`src/rtl/huff_pkg.sv`:
```
// Shared constants, component encoding and scheduler state enumeration for the
// Huffman MCU scheduler and its DC predictor.
package huff_pkg;

  localparam int DC_W   = 10;
  localparam int DIFF_W = 11;

  localparam logic [2:0] BLK_Y0 = 3'd0;
  localparam logic [2:0] BLK_Y1 = 3'd1;
  localparam logic [2:0] BLK_Y2 = 3'd2;
  localparam logic [2:0] BLK_Y3 = 3'd3;
  localparam logic [2:0] BLK_CB = 3'd4;
  localparam logic [2:0] BLK_CR = 3'd5;

  localparam logic [1:0] COMP_Y  = 2'd0;
  localparam logic [1:0] COMP_CB = 2'd1;
  localparam logic [1:0] COMP_CR = 2'd2;

  typedef enum logic [2:0] {
    S_IDLE,
    S_LOAD,
    S_START,
    S_WAIT_ACT,
    S_WAIT_DONE,
    S_NEXT,
    S_DONE
  } state_t;

  function automatic logic [1:0] comp_of(input logic [2:0] blk);
    if (blk == BLK_CB) return COMP_CB;
    if (blk == BLK_CR) return COMP_CR;
    return COMP_Y;
  endfunction

endpackage

```
`src/rtl/huff_dc_predictor.sv`:
```
// Three per-component DC predictors (Y, Cb, Cr) with bulk clear, single-entry
// write, and an 11-bit sign-extended difference against the selected entry.
module huff_dc_predictor
  import huff_pkg::*;
(
  input  logic              clock,
  input  logic              reset_n,
  input  logic              clear,
  input  logic              wr_en,
  input  logic [1:0]        comp,
  input  logic [DC_W-1:0]   dc_in,
  output logic [DIFF_W-1:0] diff
);

  logic [DC_W-1:0] pred [3];
  logic [DC_W-1:0] pred_sel;

  always_comb begin
    pred_sel = pred[0];
    case (comp)
      COMP_CB: pred_sel = pred[1];
      COMP_CR: pred_sel = pred[2];
      default: pred_sel = pred[0];
    endcase
  end

  // Both operands are sign-extended so the full -1023..+1023 range fits without wrap.
  assign diff = {dc_in[DC_W-1], dc_in} - {pred_sel[DC_W-1], pred_sel};

  always_ff @(posedge clock or negedge reset_n) begin
    if (!reset_n) begin
      for (int i = 0; i < 3; i++) pred[i] <= '0;
    end else if (clear) begin
      for (int i = 0; i < 3; i++) pred[i] <= '0;
    end else if (wr_en) begin
      for (int i = 0; i < 3; i++)
        if (comp == 2'(i)) pred[i] <= dc_in;
    end
  end

endmodule

```
`src/rtl/huffman_mcu_scheduler.sv`:
```
// Walks the blocks of one MCU through the Huffman encoder, producing DC
// differences; optional watchdog enabled by HUFF_SCHED_WATCHDOG_EN.
module huffman_mcu_scheduler
  import huff_pkg::*;
#(
  parameter int TIMEOUT_CYCLES = 4096
) (
  input  logic              clock,
  input  logic              reset_n,
  input  logic              mcu_start,
  input  logic              mode_420,
  input  logic              frame_start,
  input  logic [DC_W-1:0]   blk_dc,
  input  logic              huff_active,
  input  logic              huff_end,
  output logic              mcu_busy,
  output logic              mcu_done,
  output logic [2:0]        blk_sel,
  output logic              huff_start,
  output logic              huff_is_luminance,
  output logic [DIFF_W-1:0] dc_diff,
  output logic [2:0]        eob_count,
  output logic              sched_error,
  output state_t            dbg_state
);

  state_t            state, state_next;
  logic              mode_q;
  logic              huff_end_q;
  logic              accept;
  logic              timeout;
  logic [DIFF_W-1:0] diff;

  assign accept = (state == S_IDLE) && mcu_start;

  always_ff @(posedge clock or negedge reset_n) begin
    if (!reset_n) state <= S_IDLE;
    else          state <= state_next;
  end

  always_comb begin
    state_next = state;
    case (state)
      S_IDLE:      if (mcu_start) state_next = S_LOAD;
      S_LOAD:      state_next = S_START;
      S_START:     state_next = S_WAIT_ACT;
      S_WAIT_ACT:  if (huff_active) state_next = S_WAIT_DONE;
      S_WAIT_DONE: if (!huff_active) state_next = S_NEXT;
      S_NEXT:      state_next = (blk_sel == BLK_CR) ? S_DONE : S_LOAD;
      S_DONE:      state_next = S_IDLE;
      default:     state_next = S_IDLE;
    endcase
    if (timeout) state_next = S_DONE;
  end

  assign huff_start        = (state == S_START);
  assign mcu_done          = (state == S_DONE);
  assign mcu_busy          = (state != S_IDLE) && (state != S_DONE);
  assign huff_is_luminance = mcu_busy && (blk_sel < BLK_CB);
  assign dbg_state         = state;

  huff_dc_predictor u_pred (
    .clock   (clock),
    .reset_n (reset_n),
    .clear   (accept && frame_start),
    .wr_en   (state == S_LOAD),
    .comp    (comp_of(blk_sel)),
    .dc_in   (blk_dc),
    .diff    (diff)
  );

  always_ff @(posedge clock or negedge reset_n) begin
    if (!reset_n) begin
      mode_q     <= 1'b0;
      blk_sel    <= BLK_Y0;
      eob_count  <= '0;
      dc_diff    <= '0;
      huff_end_q <= 1'b0;
    end else begin
      huff_end_q <= huff_end;
      if (accept) begin
        mode_q    <= mode_420;
        blk_sel   <= BLK_Y0;
        eob_count <= '0;
      end
      if (state == S_LOAD) dc_diff <= diff;
      // 4:4:4 jumps from Y0 straight to Cb; from Cb onward both modes step by one.
      if (state == S_NEXT && blk_sel != BLK_CR)
        blk_sel <= (mode_q || blk_sel >= BLK_CB) ? blk_sel + 3'd1 : BLK_CB;
      if (state == S_WAIT_DONE && huff_active && huff_end && !huff_end_q
          && eob_count != 3'd6)
        eob_count <= eob_count + 3'd1;
    end
  end

`ifdef HUFF_SCHED_WATCHDOG_EN
  logic [15:0] wd_cnt;
  logic        in_wait;

  assign in_wait = (state == S_WAIT_ACT) || (state == S_WAIT_DONE);
  assign timeout = in_wait && (wd_cnt == 16'(TIMEOUT_CYCLES - 1));

  always_ff @(posedge clock or negedge reset_n) begin
    if (!reset_n) begin
      wd_cnt      <= '0;
      sched_error <= 1'b0;
    end else begin
      if (!in_wait || state_next != state) wd_cnt <= '0;
      else                                 wd_cnt <= wd_cnt + 16'd1;
      if (timeout) sched_error <= 1'b1;
    end
  end
`else
  assign timeout     = 1'b0;
  assign sched_error = 1'b0;
`endif

endmodule
```
`config.mk`:
```
export PLATFORM = sky130hd
export DESIGN_NAME = huffman_mcu_scheduler
export DESIGN_NICKNAME = d
export VERILOG_FILES = /design/src/rtl/huff_pkg.sv /design/src/rtl/huff_dc_predictor.sv /design/src/rtl/huffman_mcu_scheduler.sv
export SDC_FILE = /design/constraint.sdc
export NUM_CORES = 1
export LEC_CHECK = 0
export BUFFER_PORTS_ARGS = -buffer_cell sky130_fd_sc_hd__buf_2
export CELL_PAD_IN_SITES_DETAIL_PLACEMENT = 0
export CELL_PAD_IN_SITES_GLOBAL_PLACEMENT = 1
export CORE_UTILIZATION = 46
export CTS_CLUSTER_SIZE = 40
export DETAILED_ROUTE_END_ITERATION = 12
export PLACE_DENSITY = 0.83
export SETUP_SLACK_MARGIN = 0.3
export SYNTH_ARGS = -nofsm -noshare
export SYNTH_HDL_FRONTEND = slang
export SYNTH_SLANG_ARGS = --single-unit
```
`constraint.sdc`:
```
create_clock -name clock -period 8.6 [get_ports clock]
set_input_delay 0.43 -clock clock [delete_from_list [all_inputs] [get_ports clock]]
set_output_delay 0.43 -clock clock [all_outputs]
set_load 0.1 [all_outputs]
```
Yosys cells after proc, flatten, opt, wreduce, memory -nomap -nowiden
Index checks and enable logic that the tools add are counted.

Add/subtract/negate cells: 3. $lt $le $gt $ge: 2. Eq/ne operators: 16. Muxes and demuxes: 22. Reductions and logical operators: 24.

Operators by type and width (count): 30-bit 2-to-1 mux (2); 10-bit 2-to-1 mux (3); 3-bit 2-to-1 mux (8); 10-bit one-hot mux with 2 select lines (1); 3-bit one-hot mux with 6 select lines (1); 3-bit equality test (second input constant) (5); 2-bit nonzero test (6); 10-bit by 10-bit subtractor with 11-bit output (1); 1-bit logical AND (9); 3-bit inequality test (second input constant) (3); 2-bit 2-to-1 mux (4); 3-bit by 1-bit adder with 3-bit output (second input constant) (2); 3-bit by 2-bit equality test with 1-bit output (second input constant) (2); 2-bit inequality test (second input constant) (3); 2-bit AND reduction (3); 3-bit by 1-bit equality test with 1-bit output (second input constant) (1); 3-bit greater-or-equal comparator (second input constant) (1); 3-bit zero test (1); 3-bit less-than comparator (second input constant) (1); 1-bit 2-to-1 mux (3); 3-bit AND reduction (1); 3-bit nonzero test (1); 2-bit by 1-bit equality test with 1-bit output (second input constant) (1); 2-bit equality test (second input constant) (1); 3 further kinds (3).

Bits in registers: 52. Bits of input ports: 17. Output and inout port bits: 25. Word-level logic and storage cells: 76.

Depth between registers and ports, before layout
Gate-level depths: netlist of the first run.

Depth in word-level cells: 9. Depth in mapped cells: 13.

Hierarchy
A second synthesis of the first run with hierarchy kept.

Cells, all modules: 326. Area, all modules: 2976.6 um2.

Modules (own cells, without submodules): huff_dc_predictor (times used 1, cells an instance 226, area an instance 1840.5 um2, seq. area each 750.7 um2); huffman_mcu_scheduler (times used 1, cells an instance 100, area an instance 1136.1 um2, seq. area each 550.5 um2).

Least setup slack after synthesis of the first run
No wires, ideal clock.

Kind: reg2out. Start: reg state[2] (netlist: dbg_state[2]). End: out huff_is_luminance. Arrival time: 3608 ps. Data required time: 8170 ps. Path slack: 4562 ps. Cell stages (with the launch flop): 5. Path buffers: 1. Cell sequence: dfrtp_1 buf_4 nor2b_1 or3_1 nor2b_1.

Longest elaborated chain between the ends: 3. Elaborated cells on any way between the ends: 4.

RTL lines: start: declaration (line huffman_mcu_scheduler.sv:27) `state_t state, state_next;`; start signal: assignment (line huffman_mcu_scheduler.sv:38) `else state <= state_next;`; 3-bit inequality test / 3-bit nonzero test (equally long branches) (line huffman_mcu_scheduler.sv:58) `assign mcu_busy = (state != S_IDLE) && (state != S_DONE);`; 1-bit logical AND (*) (line huffman_mcu_scheduler.sv:58); net mcu_busy (line huffman_mcu_scheduler.sv:16) `output logic mcu_busy,`; 1-bit logical AND (*) (line huffman_mcu_scheduler.sv:59) `assign huff_is_luminance = mcu_busy && (blk_sel < BLK_CB);`; end: declaration (line huffman_mcu_scheduler.sv:20) `output logic huff_is_luminance,`.

Mark *: on every way through the listed nets, which the timed path passes. The rest lies on a longest branch.

Final worst setup path of the first run
Start: reg blk_sel[0]. End: reg dc_diff[10].

Longest elaborated chain between the ends: 8. Elaborated cells on any way between the ends: 12.

RTL lines: start: declaration (line huffman_mcu_scheduler.sv:18) `output logic [2:0] blk_sel,`; start signal: assignment (line huffman_mcu_scheduler.sv:89) `blk_sel <= (mode_q || blk_sel >= BLK_CB) ? blk_sel + 3'd1 : BLK_CB;`; 3-bit equality test (line huff_pkg.sv:31) `if (blk == BLK_CR) return COMP_CR;`; 1-bit 2-to-1 mux (2 in a row) (line huff_pkg.sv:31); 2-bit 2-to-1 mux (line huff_pkg.sv:32) `return COMP_Y;`; 2-bit 2-to-1 mux (*) (line huff_pkg.sv:31); 2-bit equality test / 2-bit by 1-bit equality test with 1-bit output (equally long branches) (line huff_dc_predictor.sv:20) `case (comp)`; 10-bit one-hot mux with 2 select lines (*) (line huff_dc_predictor.sv:20); 10-bit by 10-bit subtractor with 11-bit output (*) (line huff_dc_predictor.sv:28) `assign diff = {dc_in[DC_W-1], dc_in} - {pred_sel[DC_W-1], pred_sel};`; end signal: assignment (line huffman_mcu_scheduler.sv:86) `if (state == S_LOAD) dc_diff <= diff;`; end: declaration (line huffman_mcu_scheduler.sv:21) `output logic [DIFF_W-1:0] dc_diff,`.

Every way passes the cells marked *; elsewhere a longest branch is shown, timed or not. The select of a mux whose other input is x is not followed. A chain may end at the register's enable or synchronous reset.

==> key figures, run 1 <==
Status
  – Outcome: finished with violations
  – Failing checks: design-rule violations

Setup path
  – Worst Reg-to-Reg Cells: 12
  – Worst reg2reg setup slack: about 5.3 ns
  – Crit end category: flip-flop
  – Category of the most critical setup path: reg -> reg
  – CP Capture Point: dc_diff[10]
  – Start point of the critical path: blk_sel[0]
  – Setup crit start kind: flip-flop
  – Worst r2r src: blk_sel[0]
  – Required @ worst endpoint: 8.80 ns
  – CP arrival: 3.47 ns
  – CP Max Fanout: 24
  – RR Endpoint: dc_diff[10]

Global routing
  – Largest net degree at the start of global routing: 53
  – Vias in the first global route: 2341
  – Global-route wire length before repair: 11500 um
  – Grt ovf: 0
  – Tot GR Track Use: 20.7%
  – Antenna violations before repair: 0

Final layout
  – Final net count: 418
  – ANT cells: 0
  – Ratio of cells with drive above 1 in the final layout: 15.8%
  – Final Core Density: 52.1%
  – Synthesis-to-finish area growth: 9.80%

Timing
  – Slew Limit Headroom: around 16%
  – Min Tclk post-route: 3.27 ns
  – Final Hold Vio Count: 0
  – Pins Over Slew Limit: 0
  – Period utilization: between 30% and 40%
  – Max Clock Freq: 0.306 GHz
  – Final setup viols: 0
  – RSZ-0062 raised after global routing: false
  – Max Clock Skew: around 0.0075 ns
  – Worst-margin pin slew: around 1.3 ns
  – Final setup TNS: 0 ns

Placed design
  – Port Buffers: 40
  – Gp weighted congestion: 0.788
  – Detailed Place HPWL: 4720 um

Routing
  – Initial DRT Pass Iterations: 8
  – DRC: 2
  – Antenna Nets Post-Route: 0
  – Routed WL: 6940 um
  – Vias: 2549
  – Initial drt markers: 162
  – Wire per inst: 15.0 um
  – Via density: 5.52

Die
  – I/O Pins: 42
  – Initial Util: 47.4%
  – Die H: 82.9 um
  – Die Footprint: approximately 6900 sq um
  – Die Wd: slightly above 80 um
  – Rows: 29
  – Core ar.: 6350 sq um

Clock network
  – CTS sink cnt: 52
  – Root Driver: clkbuf_8
  – Post-CTS sizing: 0
  – H-tree Lvls: 2
  – Deepest clock path buffer count: 2
  – Num CTS Buffers: 5
  – TritonCTS clock tree: yes
  – Cts hold-fix bufs: 0
  – Skew-Pair Late Insertion Delay: 0.31 ns
  – Post-CTS setup repair buffer count: 0
  – Worst-path clk slew: approximately 0.10 ns

Yosys
  – Post-synthesis sequential area ratio: 43.2%
  – Area contributors post-synth: dfrtp_1 43%, nand2_1 11%, a21oi_1 6.8%
  – Cell count after synthesis: 355
  – Synth unique cells: 49
  – Syn_area_per_cell: ~8.5 sq um
  – Yosys warns: 0
  – Post-synth EDFFs: 0
  – Async set-reset flop share out of synthesis: 100%
  – Top cell type by total area after synthesis: dfrtp_1
  – FF+latch count, synth: 52
  – Share of Yosys cell area claimed by the top area cell type: around 43%
  – Syn nets: 388
  – Ys flop type: dfrtp_1
  – Post-Synthesis Cell Area: 3010 sq um

Hold path
  – Hold crit path type: in -> reg

Run
  – Maxcap violations: 0
## flip-flops by register name (all words and copies together) (netlist names)
signal,count
blk_sel,3
dbg_state,3
dc_diff,11
eob_count,3
huff_end_q,1
mode_q,1
u_pred.pred,30
## per-layer routing
metal	wire length, um	global-route usage [%]
met2	3180	32.9
met1	3400	29.4
met4	80	5.64
met3	273	3.38
met5	0	0
## Yosys cell counts (all sizes together) (9+ instances only)
| library cell | instances |
|---|---|
| nand2 | 90 |
| dfrtp | 52 |
| o21ai | 25 |
| buf | 16 |
| ha | 15 |
| o211ai | 9 |
| nor2 | 17 |
| a21oi | 41 |
| inv | 11 |
| nand3 | 15 |
## kinds of logic (layout without fill, tap and decap cells)
logic type	Yosys count	count (layout)	synth area share, %
AND/OR/NAND/NOR	152	152	23.6
flip-flops	52	52	43.2
buffers and inverters	30	60	4.69
multiplexers	1	1	0.374
XOR/XNOR	3	3	0.872
adder cells (fa/ha/maj)	16	16	6.89
AO/OA/AOI/OAI	100	100	20.3
other	1	1	0.124
## worst min path at each step
stage / from / slack, ns / depth (start not counted) / to
2_1_floorplan: reset_n / 0.13 / 0 / blk_sel[0]
3_3_place_gp: dc_diff[4] / 0.45 / 1 / dc_diff[4]
6_report: huff_end / 0.23 / 1 / huff_end_q
4_1_cts: huff_end / 0.23 / 1 / huff_end_q
5_1_grt: huff_end / 0.22 / 1 / huff_end_q
3_5_place_dp: dc_diff[3] / 0.47 / 2 / dc_diff[3]
## worst max-delay path, cell delays in order (launching register included)
cell and delay (ns):
dfrtp_1 0.47, inv_1 0.09, ha_1 0.72, nor3b_1 0.10, a21oi_1 0.15, a21oi_1 0.09
ha_1 0.21, fa_1 0.40, nor2b_1 0.17, o31a_1 0.21, o21ai_1 0.11, nand2b_1 0.15
a221o_1 0.29
## final cells by class
class,count,area [sq um]
fill,609,3040
sequential,52,1300
tap,77,96.3
timing repair buffer,42,215
inverter,11,41.3
clock buffer,5,68.8
clock inverter,2,12.5
multi-input combinational,273,1570
## layout by cell type, fill, tap and decap left out, types with 5 or more instances in the layout
master and n:
clkbuf_8 5, nor3b_1 5, a21o_1 5, inv_1 11
o21a_1 5, nor2_1 12, o21ai_1 6, a21oi_1 41
buf_2 40, nand3_1 15, o21ai_0 18, nor2b_1 5
nand2_1 89, ha_1 15, o211ai_1 9, dfrtp_1 52
## through the flow
stage | instance area, sq um | worst slack [ns] | cells | hold slack (ns)
2_1_floorplan | 3010 | 4.56 | 355 | 0.134
3_3_place_gp | 3230 | 5.45 | 455 | 0.455
3_5_place_dp | 3230 | 5.37 | 455 | 0.466
4_1_cts | 3310 | 5.35 | 462 | 0.226
5_1_grt | 3310 | 5.07 | 462 | 0.225
6_report | 3310 | 5.33 | 462 | 0.232
Power of run 1 is left out: the tool's default activity adds up to more than one toggle a clock period on the data nets, which glitch-free logic cannot reach.
==> inputs of run 2 (changes only) <==
--- a/config.mk
+++ b/config.mk
@@ -5,13 +5,14 @@
 export SDC_FILE = /design/constraint.sdc
 export NUM_CORES = 1
 export LEC_CHECK = 0
+export ABC_AREA = 1
 export BUFFER_PORTS_ARGS = -buffer_cell sky130_fd_sc_hd__buf_2
 export CELL_PAD_IN_SITES_DETAIL_PLACEMENT = 0
 export CELL_PAD_IN_SITES_GLOBAL_PLACEMENT = 1
-export CORE_UTILIZATION = 46
+export CORE_UTILIZATION = 42
 export CTS_CLUSTER_SIZE = 40
 export DETAILED_ROUTE_END_ITERATION = 12
-export PLACE_DENSITY = 0.83
+export PLACE_DENSITY = 0.78
 export SETUP_SLACK_MARGIN = 0.3
 export SYNTH_ARGS = -nofsm -noshare
 export SYNTH_HDL_FRONTEND = slang
==> constraint.sdc (replaced) <==
create_clock -name clock -period 3.2 [get_ports clock]
set_input_delay 0.16 -clock clock [delete_from_list [all_inputs] [get_ports clock]]
set_output_delay 0.16 -clock clock [all_outputs]
set_load 0.1 [all_outputs]
==> run 2 against run 1 <==
Against the previous run: the flow now finishes without violations; flip-flop and latch count unchanged; critical path depth is 5 higher; clock skew rose by 0.0046 ns; sequential share of layout area fell by 0.57 points; synthesized cell count grew 6.2%; cell count grew 11%; critical path type unchanged.
==> key figures, run 2 <==
Hold path
  – Hold crit path type: in -> reg
  – WHS Endpoint: mode_q
  – Worst Hold Depth: 3
  – Hold Crit Start: mode_420

Timing
  – Period utilization: between 80% and 90%
  – Hold WS: 0.0411 ns
  – Final Hold Vio Count: 0
  – Min Tclk post-route: 2.56 ns
  – Final setup TNS: 0 ns
  – Worst-margin pin slew: 0.670 ns
  – Max Clock Skew: 0.0120 ns
  – Pins Over Slew Limit: 0
  – RSZ-0062 raised after global routing: false
  – Final setup viols: 0
  – Slew Limit Headroom: 55.3%
  – Max Clock Freq: 0.391 GHz

Die
  – Die Footprint: between 7000 and 8000 sq um
  – Die Wd: 86.5 um
  – Core ar.: slightly below 7000 sq um
  – Die H: 86.5 um
  – Initial Util: between 40 and 50%
  – I/O Pins: 42
  – Rows: 30

Setup path
  – RR Endpoint: dc_diff[6]
  – Category of the most critical setup path: reg -> reg
  – Crit end category: flip-flop
  – Largest delay contributor family on the critical path: adder cells
  – Setup crit start kind: flip-flop
  – Worst Reg-to-Reg Cells: 17
  – CP Max Fanout: 8
  – Slowest cell on the critical path: fa_1
  – Cell repeated most along the worst path: nand2_1
  – Worst reg2reg setup slack: 0.64 ns
  – Required @ worst endpoint: 3.40 ns
  – CP arrival: approximately 2.8 ns
  – Buf+Inv Stages, Crit Path: 3
  – Slowest stage delay, CP: 0.41 ns
  – CP Cell Sequence: inv_1 > ha_1 > nand2_1 > nor2_2 > buf_4 > nand2_1 > a31oi_1 > ha_1 > fa_1 > inv_1 > nand3_1 > nand3_1 > nand2_1 > nand2_1 > nand2_1 > nand3_1 > nand2_1
  – Start point of the critical path: blk_sel[1]
  – Worst r2r src: blk_sel[1]

Yosys
  – Most frequent cells after synthesis: 129 x nand2_1, 52 x dfrtp_1, 33 x nand3_1
  – Share of Yosys cell area claimed by the top area cell type: a little over two fifths
  – Area contributors post-synth: dfrtp_1 43%, nand2_1 16%, ha_1 6.3%
  – Synth unique cells: 32
  – FF+latch count, synth: 52
  – Top cell type by total area after synthesis: dfrtp_1
  – Syn_area_per_cell: 7.96 sq um
  – Syn nets: 410
  – Count leader, synth: nand2_1
  – Post-synthesis sequential area ratio: 43.4%
  – Yosys warns: 0
  – Async set-reset flop share out of synthesis: 100%
  – Post-Synthesis Cell Area: ~3000 sq um
  – Post-synth EDFFs: 0
  – Cell count after synthesis: 377
  – Ys flop type: dfrtp_1

Routing
  – Initial drt markers: between 100 and 150
  – Initial DRT Pass Iterations: 4
  – Routed WL: 6690 um
  – Via density: 4.83
  – DRC: 0
  – Antenna Nets Post-Route: 0
  – Vias: 2480
  – Wire per inst: 13.0 um

Final layout
  – Commonest non-fill, non-tap cell in the layout: nand2_1
  – Synthesis-to-finish area growth: 12.4%
  – Fillers: about 700
  – Reg with most FFs: u_pred.pred
  – Top flop regs: u_pred.pred (30), dc_diff (11)
  – Final net count: between 400 and 500
  – Commonest non-fill, non-tap cells in the layout: 129 x nand2_1, 47 x dfrtp_1, 40 x buf_2, 33 x nand3_1, 26 x inv_1
  – Final Core Density: roughly half
  – ANT cells: 0
  – Ratio of cells with drive above 1 in the final layout: a little over a fifth
  – Largest register FFs: 30

Global routing
  – Grt ovf: 0
  – Tot GR Track Use: approximately 20%
  – Global-route wire length before repair: 11500 um
  – Largest net degree at the start of global routing: 31
  – Vias in the first global route: 2457
  – Antenna violations before repair: 0

Clock network
  – Deepest clock path buffer count: 2
  – Post-CTS setup repair buffer count: 0
  – H-tree Lvls: 2
  – Skew-Pair Late Insertion Delay: between 0.3 and 0.4 ns
  – Num CTS Buffers: 5
  – Worst-path clk slew: 0.10 ns
  – CTS sink cnt: 52
  – Root Driver: clkbuf_8
  – TritonCTS clock tree: yes

Run
  – Maxcap violations: 0

Placed design
  – Detailed Place HPWL: a little over 5000 um
  – Gp weighted congestion: 0.811
  – Port Buffers: 40

Status
  – Outcome: complete, no violations
run 2: area by class of cell:
type                    count  area, sq um  area share, %
repair buffers             46          250           7.42
clock buffers               6         72.6           2.15
inverters                  31          119           3.52
multi-input cells         280         1490           44.2
well taps                  96          120           3.56
flip-flops and latches     52         1310           38.8
clock inverters             2         13.8          0.408
run 2: per-stage QoR:
| stage | std cells | instance area [sq um] | setup slack [ns] |
|---|---|---|---|
| final | 513 | 3370 | 0.639 |
| after global routing | 513 | 3370 | 0.378 |
| after CTS | 513 | 3370 | 0.545 |
| after detailed placement | 503 | 3260 | 0.574 |
| after global placement | 503 | 3260 | 0.660 |
| after floorplan | 377 | 3020 | 0.330 |
run 2: cells by family after synthesis:
group	count (synthesis)	synth area share (%)
flip-flops	52	43.4
XOR/XNOR	5	1.46
AO/OA/AOI/OAI	61	12.2
buffers and inverters	45	7.75
other	1	0.125
adder cells (fa/ha/maj)	16	6.92
AND/OR/NAND/NOR	197	28.2
run 2: how the worst max path moves through the flow:
stage                     depth (start not counted)          to
after floorplan                                   3    mcu_busy
after global placement                           16  dc_diff[6]
after detailed placement                         16  dc_diff[6]
after CTS                                        16  dc_diff[6]
after global routing                             17  dc_diff[8]
final                                            17  dc_diff[6]
run 2: worst reg2reg max path, stage by stage (launching register included):
cell and delay [ns]:
dfrtp_2 0.39, inv_1 0.07, ha_1 0.19, nand2_1 0.10, nor2_2 0.06, buf_4 0.16, nand2_1 0.07, a31oi_1 0.08
ha_1 0.23, fa_1 0.41, inv_1 0.12, nand3_1 0.08, nand3_1 0.15, nand2_1 0.10, nand2_1 0.07, nand2_1 0.05
nand3_1 0.08, nand2_1 0.05
run 2: layer usage:
metal	GRT usage [%]	routed length [um]
met1	26.5	3250
met2	33.8	3160
met3	3.43	205
met4	5.45	78
met5	0	0
run 2: repair_timing:
item	4_1_cts	5_1_grt
hold endpoints to repair	23	0
gates resized for setup	0	2
hold buffers	2	0
endpoints found under the setup margin	0	1
Power of run 2 is left out for the same reason.
==> inputs of run 3 (changes only) <==
--- a/config.mk
+++ b/config.mk
@@ -9,10 +9,10 @@
 export BUFFER_PORTS_ARGS = -buffer_cell sky130_fd_sc_hd__buf_2
 export CELL_PAD_IN_SITES_DETAIL_PLACEMENT = 0
 export CELL_PAD_IN_SITES_GLOBAL_PLACEMENT = 1
-export CORE_UTILIZATION = 42
+export CORE_UTILIZATION = 38
 export CTS_CLUSTER_SIZE = 40
 export DETAILED_ROUTE_END_ITERATION = 12
-export PLACE_DENSITY = 0.78
+export PLACE_DENSITY = 0.74
 export SETUP_SLACK_MARGIN = 0.3
 export SYNTH_ARGS = -nofsm -noshare
 export SYNTH_HDL_FRONTEND = slang
==> constraint.sdc (replaced) <==
create_clock -name clock -period 2.3 [get_ports clock]
set_input_delay 0.115 -clock clock [delete_from_list [all_inputs] [get_ports clock]]
set_output_delay 0.115 -clock clock [all_outputs]
set_load 0.1 [all_outputs]
==> run 3 against run 2 <==
Against the previous run: the flow now finishes with violations (negative setup slack); cell count is 9.2% higher; final area grew 24%; critical path depth unchanged; die area grew 10%; largest cell class unchanged.
==> key figures, run 3 (synthesis gave the netlist of run 2 again) <==
Routing
  – DRC: 0
  – Initial drt markers: approximately 110
  – Antenna Nets Post-Route: 0
  – Via density: 5.01
  – Initial DRT Pass Iterations: 4
  – Routed WL: 8090 um
  – Vias: between 2000 and 3000
  – Wire per inst: 14.4 um

Status
  – Outcome: finished with violations
  – Failing checks: negative setup slack

Timing
  – Final setup viols: 2
  – Max Clock Freq: about 0.42 GHz
  – Final worst setup slack: -0.0708 ns
  – RSZ-0062 raised after global routing: true
  – Period utilization: 103%
  – Pins Over Slew Limit: 0
  – Min Tclk post-route: 2.37 ns
  – Slew Limit Headroom: between 50 and 60%
  – Max Clock Skew: 0.0132 ns
  – Final Hold Vio Count: 0
  – Worst-margin pin slew: around 0.69 ns

Setup path
  – CP arrival: 2.62 ns
  – Required @ worst endpoint: 2.55 ns
  – Worst r2r src: blk_sel[1]
  – Category of the most critical setup path: reg -> reg
  – Start point of the critical path: blk_sel[1]
  – Crit end category: flip-flop
  – Setup crit start kind: flip-flop
  – CP Max Fanout: 8

Die
  – Core ar.: 7690 sq um
  – I/O Pins: 42
  – Die Footprint: just over 8000 sq um
  – Rows: 32
  – Initial Util: slightly below 40%
  – Die H: 90.9 um
  – Die Wd: 90.9 um

Final layout
  – Commonest non-fill, non-tap cell in the layout: nand2_1
  – Final Cell Area: 4200 sq um
  – Ratio of cells with drive above 1 in the final layout: 44.3%
  – Top flop regs: u_pred.pred (30), dc_diff (11)
  – Final net count: 490
  – Largest register FFs: 30
  – Reg with most FFs: u_pred.pred
  – Commonest non-fill, non-tap cells in the layout: 103 x nand2_1, 46 x dfrtp_1, 40 x buf_2, 31 x buf_4
  – Synthesis-to-finish area growth: 39.9%
  – ANT cells: 0

Placed design
  – Placement Cell Area: ~3500 sq um
  – Port Buffers: 40
  – Detailed Place HPWL: 5200 um
  – Gp weighted congestion: 0.826

Clock network
  – CTS sink cnt: 52
  – Num CTS Buffers: 5
  – Worst-path clk slew: around 0.1 ns
  – TritonCTS clock tree: yes
  – H-tree Lvls: 2
  – Root Driver: clkbuf_8
  – Skew-Pair Late Insertion Delay: 0.31 ns
  – Deepest clock path buffer count: 2

Global routing
  – Largest net degree at the start of global routing: 53
  – Global-route wire length before repair: 12400 um
  – Grt ovf: 0
  – Tot GR Track Use: between 10% and 20%
  – Vias in the first global route: ~2600
  – Antenna violations before repair: 0

Run
  – Maxcap violations: 0

Hold path
  – Hold Crit Start: huff_active
  – Hold crit path type: in -> reg
run 3: cell count changes in the layout (fill, tap and decap cells not counted), moves of 9 or more:
cell	change
buf_4	+27
inv_1	-10
nand2_1	-26
nand2_2	+19
nand3_1	-10
nor2_1	-11
nor2_4	+9
o21ai_0	-11
run 3: final timing paths:
kind / endpoint / slack, ns / depth (start not counted)
max: dc_diff[8] / -0.07 / 17
max reg2reg: dc_diff[8] / -0.07 / 17
min in group asynchronous: dc_diff[7] / 0.46 / 3
min: dbg_state[2] / 0.08 / 3
min reg2reg: dc_diff[7] / 0.48 / 2
max in group asynchronous: dbg_state[1] / 1.32 / 3
run 3: critical path: stages (launching register included):
cell and delay [ns]:
dfrtp_4 0.50, inv_4 0.08, ha_4 0.14, nand2_4 0.06, nor2_4 0.13, buf_6 0.14
nand2_1 0.05, nand3_1 0.06, o21ai_1 0.07, ha_1 0.35, nand2_2 0.12, buf_6 0.13
nor2_4 0.04, nor2_2 0.12, nand2_1 0.08, nand2_1 0.10, nand3_2 0.08, nand2_1 0.07
run 3: routing by layer:
| layer | up-vias | routed length, um | GRT usage [%] |
|---|---|---|---|
| li1 | 1386 | - | - |
| met1 | 1347 | 3720 | 25.6 |
| met2 | 68 | 3940 | 31.2 |
| met3 | 6 | 363 | 3.11 |
| met4 | 0 | 65 | 3.97 |
| met5 | - | 0 | 0 |
run 3: repair_timing:
action                                  4_1_cts  5_1_grt
pin swaps                                    20       29
hold endpoints to repair                     54        0
resized for setup                            33       77
hold buffers                                  3        0
cloned                                        0        5
setup buffers                                 7        4
endpoints found under the setup margin       10       34
run 3: cell type report:
cell class | count | area (sq um)
clock buffer | 6 | 72.6
inverter | 31 | 153
fill | 752 | 3490
timing repair buffer | 82 | 566
tap | 102 | 128
clock inverter | 2 | 12.5
multi-input combinational | 280 | 1910
sequential | 52 | 1320
timing repair inverter | 5 | 37.5
run 3: through the flow:
step           instances  utilization [%]  hold slack, ns  TNS [ns]  setup slack, ns
2_1_floorplan        377                -          -0.181   -0.0948          -0.0270
3_3_place_gp         533             46.1           0.242   -0.0625          -0.0338
3_5_place_dp         533             46.1           0.243   -0.0963          -0.0305
4_1_cts              551             50.1          0.0758   -0.0443          -0.0216
5_1_grt              560             54.6           0.108    -0.888           -0.216
6_report             560             54.6          0.0786   -0.0791          -0.0708
Power of run 3 is left out for the same reason.
